`config.mk`:
```
export PLATFORM = sky130hd
export DESIGN_NAME = uart_echo_responder
export DESIGN_NICKNAME = d
export VERILOG_FILES = /design/src/rtl/uart_echo_responder.sv
export SDC_FILE = /design/constraint.sdc
export NUM_CORES = 1
export LEC_CHECK = 0
export CAP_MARGIN = 10
export CORE_ASPECT_RATIO = 0.8
export CORE_MARGIN = 2
export CORE_UTILIZATION = 58
export DETAILED_ROUTE_END_ITERATION = 6
export PLACE_DENSITY_LB_ADDON = 0.08
export RECOVER_POWER = 25
export SKIP_CTS_REPAIR_TIMING = 1
export SYNTH_ARGS = -nofsm -noshare
export SYNTH_HDL_FRONTEND = slang
export SYNTH_SLANG_ARGS = --single-unit
```
`constraint.sdc`:
```
create_clock -name clk -period 4.55 [get_ports clk]
set_input_delay 0.91 -clock clk [delete_from_list [all_inputs] [get_ports clk]]
set_output_delay 0.91 -clock clk [all_outputs]
set_load 0.02 [all_outputs]
```
`src/rtl/uart_echo_responder.sv`:
```
// ---------------------------------------------------------------------------
// uart_echo_responder
//
// Echo peer for a Uart8 link. Bytes completed by the Uart8 receiver are
// buffered in a small circular FIFO. Each byte is then handed back to the
// Uart8 transmitter exactly once and in arrival order, XOR-transformed with
// XOR_MASK. Framing errors are counted, and bytes lost to a full FIFO raise
// a sticky overflow flag.
//
// Parameters
//   DEPTH         FIFO depth in bytes (power of two, >= 2)
//   XOR_MASK      mask applied to every echoed byte
//   START_TIMEOUT cycles txStart may wait for txBusy before it gives up (>= 1)
//
// Ports
//   clk, reset       system clock, synchronous active-high reset
//   en               block enable
//   rxEn, txEn       registered copies of en, to the Uart8 enables
//   rxDone           Uart8 receive complete (level; its rising edge is the event)
//   rxErr, rxOut     framing error flag and received byte, valid with rxDone
//   txBusy           Uart8 transmitter busy; this is the handshake the FSM uses
//   txDone           Uart8 transmit complete (informational only)
//   txStart, txIn    transmit request and byte; txIn is stable while txStart=1
//   fifoCount        number of bytes currently buffered (0..DEPTH)
//   overflow         sticky, set when a byte was dropped on a full FIFO
//   errCount         number of framing errors, saturating at 255
// ---------------------------------------------------------------------------
module uart_echo_responder #(
  parameter int         DEPTH         = 4,
  parameter logic [7:0] XOR_MASK      = 8'h00,
  parameter int         START_TIMEOUT = 1023
) (
  input  logic                     clk,
  input  logic                     reset,
  input  logic                     en,
  output logic                     rxEn,
  output logic                     txEn,
  input  logic                     rxDone,
  input  logic                     rxErr,
  input  logic [7:0]               rxOut,
  input  logic                     txBusy,
  input  logic                     txDone,
  output logic                     txStart,
  output logic [7:0]               txIn,
  output logic [$clog2(DEPTH):0]   fifoCount,
  output logic                     overflow,
  output logic [7:0]               errCount
);

  // Pointer, count and timeout-counter widths. The timeout counter only
  // needs to hold 0..START_TIMEOUT-1, because the abort happens on the
  // cycle the next count would reach START_TIMEOUT.
  localparam int PW = $clog2(DEPTH);
  localparam int CW = PW + 1;
  localparam int TW = (START_TIMEOUT > 1) ? $clog2(START_TIMEOUT) : 1;

  localparam logic [PW-1:0] PTR_ONE  = PW'(1);
  localparam logic [CW-1:0] CNT_ZERO = CW'(0);
  localparam logic [CW-1:0] CNT_ONE  = CW'(1);
  localparam logic [CW-1:0] CNT_FULL = CW'(DEPTH);
  localparam logic [TW-1:0] TO_ZERO  = TW'(0);
  localparam logic [TW-1:0] TO_ONE   = TW'(1);
  localparam logic [TW-1:0] TO_LAST  = TW'(START_TIMEOUT - 1);

  typedef enum logic [1:0] {
    ST_IDLE      = 2'd0,
    ST_START     = 2'd1,
    ST_WAIT_DONE = 2'd2
  } stateT;

  // Saturating increment used for the framing-error statistic.
  function automatic logic [7:0] satInc8(input logic [7:0] value);
    if (value == 8'hFF) begin
      satInc8 = value;
    end else begin
      satInc8 = value + 8'd1;
    end
  endfunction

  // ---------------------------------------------------------------------
  // Registers
  // ---------------------------------------------------------------------
  logic          enR;
  logic          rxDonePrevR;
  logic [7:0]    fifoMemR [DEPTH];
  logic [PW-1:0] wrPtrR;
  logic [PW-1:0] rdPtrR;
  logic [CW-1:0] countR;
  logic          overflowR;
  logic [7:0]    errCountR;
  stateT         stateR;
  logic          txStartR;
  logic [7:0]    txInR;
  logic [TW-1:0] toCntR;

  // ---------------------------------------------------------------------
  // Combinational signals
  // ---------------------------------------------------------------------
  logic          rxEventS;
  logic          fullS;
  logic          pushS;
  logic          popS;
  logic [7:0]    headS;
  stateT         stateNextS;
  logic          txStartNextS;
  logic [7:0]    txInNextS;
  logic [TW-1:0] toCntNextS;
  logic          unusedTxDoneS;

  // txDone is informational; completion is tracked through txBusy alone.
  assign unusedTxDoneS = txDone;

  // A receive event is a rising edge of rxDone while enabled. The edge
  // register keeps sampling even while disabled, so a level that was
  // already high when en returns does not count as a fresh byte.
  assign rxEventS = rxDone & ~rxDonePrevR & en;
  assign fullS    = (countR == CNT_FULL);
  assign headS    = fifoMemR[rdPtrR];

  // The head leaves the FIFO on the edge where a pending request sees the
  // transmitter go busy. A simultaneous pop frees the slot, so a push into
  // a full FIFO is still accepted in that cycle.
  assign popS  = (stateR == ST_START) & txBusy;
  assign pushS = rxEventS & ~rxErr & (~fullS | popS);

  // Enable mirror and rxDone edge detector.
  always_ff @(posedge clk) begin
    if (reset) begin
      enR         <= 1'b0;
      rxDonePrevR <= 1'b0;
    end else begin
      enR         <= en;
      rxDonePrevR <= rxDone;
    end
  end

  // FIFO storage; no reset needed since a reset empties the FIFO via the
  // pointers and count.
  always_ff @(posedge clk) begin
    if (!reset && pushS) begin
      fifoMemR[wrPtrR] <= rxOut;
    end
  end

  // FIFO pointers and occupancy; pointers wrap naturally at DEPTH.
  always_ff @(posedge clk) begin
    if (reset) begin
      wrPtrR <= {PW{1'b0}};
      rdPtrR <= {PW{1'b0}};
      countR <= CNT_ZERO;
    end else begin
      if (pushS) begin
        wrPtrR <= wrPtrR + PTR_ONE;
      end
      if (popS) begin
        rdPtrR <= rdPtrR + PTR_ONE;
      end
      case ({pushS, popS})
        2'b10:   countR <= countR + CNT_ONE;
        2'b01:   countR <= countR - CNT_ONE;
        default: countR <= countR;
      endcase
    end
  end

  // Link statistics: saturating framing-error count and sticky overflow.
  always_ff @(posedge clk) begin
    if (reset) begin
      errCountR <= 8'd0;
      overflowR <= 1'b0;
    end else begin
      if (rxEventS && rxErr) begin
        errCountR <= satInc8(errCountR);
      end
      if (rxEventS && !rxErr && fullS && !popS) begin
        overflowR <= 1'b1;
      end
    end
  end

  // Transmit FSM state register, together with the registered Moore outputs.
  always_ff @(posedge clk) begin
    if (reset) begin
      stateR   <= ST_IDLE;
      txStartR <= 1'b0;
      txInR    <= 8'd0;
      toCntR   <= TO_ZERO;
    end else begin
      stateR   <= stateNextS;
      txStartR <= txStartNextS;
      txInR    <= txInNextS;
      toCntR   <= toCntNextS;
    end
  end

  // Transmit FSM next-state logic. An accepted busy takes priority over a
  // disable or timeout in the same cycle, because by then the Uart8 has
  // already latched the byte.
  always_comb begin
    stateNextS = stateR;
    case (stateR)
      ST_IDLE: begin
        if (en && (countR != CNT_ZERO) && !txBusy) begin
          stateNextS = ST_START;
        end else begin
          stateNextS = ST_IDLE;
        end
      end
      ST_START: begin
        if (txBusy) begin
          stateNextS = ST_WAIT_DONE;
        end else if (!en || (toCntR == TO_LAST)) begin
          stateNextS = ST_IDLE;
        end else begin
          stateNextS = ST_START;
        end
      end
      ST_WAIT_DONE: begin
        // The in-flight frame always completes, so en is not checked here.
        if (!txBusy) begin
          stateNextS = ST_IDLE;
        end else begin
          stateNextS = ST_WAIT_DONE;
        end
      end
      default: begin
        stateNextS = ST_IDLE;
      end
    endcase
  end

  // Transmit FSM output logic: next values of the registered outputs.
  always_comb begin
    txStartNextS = 1'b0;
    txInNextS    = txInR;
    toCntNextS   = TO_ZERO;

    txStartNextS = (stateNextS == ST_START);

    // txIn is loaded only when a request begins, so it stays stable for
    // the whole request and also across a timeout retry.
    if ((stateR == ST_IDLE) && (stateNextS == ST_START)) begin
      txInNextS = headS ^ XOR_MASK;
    end else begin
      txInNextS = txInR;
    end

    // The wait counter runs only while a request is pending and restarts
    // from zero on every new request.
    if (stateR == ST_START) begin
      toCntNextS = toCntR + TO_ONE;
    end else begin
      toCntNextS = TO_ZERO;
    end
  end

  assign rxEn      = enR;
  assign txEn      = enR;
  assign txStart   = txStartR;
  assign txIn      = txInR;
  assign fifoCount = countR;
  assign overflow  = overflowR;
  assign errCount  = errCountR;

endmodule

```
==> impl_metrics.ini <==
[run_status]
status = finished, final reports clean

[route]
wl_per_cell_microns = 14.5
drtPass1Iterations = 4
viasPerCell = 5.50
drt-initial-drc-count = 106
drc_errors = 0
vias = 1887
drt-total-wl_microns = 4980
ant_nets = 0

[power_and_ir_drop]
worst_ir_drop_vdd_v = 0.000271
switching_share = 0.207
internal_power_mw = 1.00
combPwrFrac = 0.041
p_leak_nw = 1.16
powerDensity_nw_per_um2 = 356
clock_power_share = 0.425
p_sw_mw = 0.262
pwr-share-seq = 0.534

[sta]
tightest_slew_ns = 0.637
setup_violations = 0
whs_ns = 0.486
setup_tns_ns = 0
maxSlewHeadroom = 0.575
hold_viol = 0
finalWorstSetupSlack_ns = 1.78
fin_skew_ns = 0.00855
maxSlewViolCount = 0
fmax_mhz = 361
rsz0062_at_grt = false
period_share = 0.609
period_needed_ns = 2.77

[global_routing]
track_usage = 0.197
antenna_found_initial = 0
grt_pass1_vias = 1728
grt_pass1_wl_microns = 8210
use_met2 = 0.326
met3_usage = 0.0795
grt_busiest_layer = met2
grt_max_degree = 30
grt-ovfl-total = 0
grt_use_met1 = 0.235

[setup_path]
cpPeakStageDelay_ns = 0.59
critPathLaunch = txBusy
r2r_slack_ns = 2.50
critical_path_arrival_ns = 2.99
startpoint_type = input pin
r2r_cells = 7
cp.required_ns = 4.77
cpMostUsedCell = nor3_1
r2r-end = fifoCount[2]$_SDFFE_PP0P_
cp_top_family = simple AND/OR/NAND/NOR gates
path_cells = clkdlybuf4s50_1, nand3b_1, nor2_1, inv_1, fa_1, nor3_1, a32o_1, nor3_1
r2r-start = stateR[0]$_SDFF_PP0_
crit_cells = 8
cp_max_fo = 6
cp-end-kind = register
setup.worst_path.class = input pin to register
cp_num_buf_inv = 2
endpoint = fifoCount[2]$_SDFFE_PP0P_
crit_slowest_cell = clkdlybuf4s50_1

[die]
chipWidth_microns = 83.5
num_rows = 23
io_pins = 38
die_h_microns = 67.6
core-area_sq_um = 4950
initial_core_util = 0.592
die_area_sq_um = 5640

[cells_and_area]
nets = 299
drive_above_1_share = 0.110
fillerInstances = 362
final_area_sq_um = 3550
regArea_sq_um = 1740
area_growth_syn_to_layout_pct = 21.3
n_antenna_cell = 0
multiInputGateArea_sq_um = 1100
stdcell_count = 343

[placed_design]
place_area_sq_um = 3340
dp_hpwl_microns = 3380
portBuffers = 36
pre_cts_slack_ns = 1.45
dp_cells = 327
gp_congestion = 0.717

[synthesis]
synth_seq_cells = 71
yosysMostFrequentCell = dfxtp_1
synthArstFlopShare = 0
yosysWarnings = 0
synthFlopType = dfxtp_1
synth_area_per_cell_sq_um = 12.4
synth_commonest_cells = dfxtp_1 (39), edfxtp_1 (32), nor2_1 (28), inv_1 (11)
synth_edf_count = 32
syn_inst = 236
yosysTopAreaCellShare = 0.328
synthesis.area_sq_um = 2930
yosys-top-cells-area = edfxtp_1 (33%), dfxtp_1 (27%), mux4_2 (6.1%)
yosysUniqueCellTypes = 45
synth_top_area_cell = edfxtp_1
seq_area_frac_synth = 0.594
synth_nets = 259

[cts]
htree_levels = 3
cts_root_buffer = clkbuf_8
cts_inserted_buffers = 9
cts_buffer_depth = 2
cts_tree = yes
path_clk_slew_ns = 0.07
worst_skew_pair.late_latency_ns = 0.34
cts_sinks = 71

[min_path]
min_path_type = register to register

[run]
drv_cap = 0
[area by class of cell]
type                       count  share of cell area
clock buffer                  10              0.0359
inverter                      11              0.0116
clock inverter                 6              0.0239
sequential                    71               0.490
timing repair buffer          38               0.106
tap                           62              0.0218
multi-input combinational    145               0.311
[worst reg2reg max path, cell delays in order, from the launching register on]
cell	delay, ns
dfxtp_1	0.44
nand3b_1	0.22
nor2_1	0.31
inv_1	0.10
fa_1	0.42
nor3_1	0.26
a32o_1	0.16
nor3_1	0.04
[power by group through the flow]
stage               Combinational (mW)  Clock (mW)  Sequential (mW)
floorplan                       0.0244           0            0.693
global placement                0.0527           0            0.690
detailed placement              0.0538           0            0.691
CTS                             0.0540       0.553            0.676
global route                    0.0576       0.576            0.677
finish                          0.0520       0.537            0.676
[cell families (layout without fill, tap and decap cells)]
group,after synthesis,count (layout),share of synthesized area
simple gates,77,77,0.139
flops,71,71,0.594
compound gates,31,31,0.0709
buf+inv,20,65,0.0307
mux,18,18,0.0956
xor+xnor,11,11,0.0329
fa+ha+maj,8,8,0.0367
[sequential cells by signal, indices dropped and copies added (netlist names)]
register,cells
toCntR,10
txStart,1
wrPtrR,2
txIn,8
rxEn,1
fifoCount,3
overflow,1
errCount,8
stateR,2
fifoMemR,32
rxDonePrevR,1
rdPtrR,2
[layout by cell type (no fill, tap or decap), drive strengths merged, types with 6 or more instances in the layout]
cell type,synthesis,layout
dfxtp,39,39
edfxtp,32,32
nor2,28,28
clkdlybuf4s50,0,28
inv,11,11
a21oi,11,11
mux2i,10,10
clkbuf,3,10
nor3,9,9
nand3,9,9
mux4,8,8
dlygate4sd3,0,8
o21ai,7,7
ha,7,7
xnor2,6,6
nand2,6,6
[per-stage QoR]
step	utilization	power (mW)
after detailed placement	0.675	0.744
after floorplan	-	0.717
after global routing	0.718	1.31
after CTS	0.718	1.28
after global placement	0.675	0.743
final	0.718	1.27
[metal layers]
metal  vias up  part of all wire
met1       897              0.45
met3         6             0.050
met5         -                 0
met4         0             0.015
met2        39              0.49
li1        945                 -
[worst min-delay path by stage]
stage	to	cells past startpoint	from	slack (ns)
floorplan	toCntR[0]$_SDFF_PP0_	1	toCntR[0]$_SDFF_PP0_	0.44
global placement	overflow$_SDFFE_PP0P_	2	overflow$_SDFFE_PP0P_	0.46
detailed placement	toCntR[0]$_SDFF_PP0_	1	toCntR[0]$_SDFF_PP0_	0.46
CTS	toCntR[0]$_SDFF_PP0_	1	toCntR[0]$_SDFF_PP0_	0.48
global route	toCntR[0]$_SDFF_PP0_	1	toCntR[0]$_SDFF_PP0_	0.51
finish	toCntR[0]$_SDFF_PP0_	1	toCntR[0]$_SDFF_PP0_	0.49
Note: power is estimated with default switching activity, not from simulation.
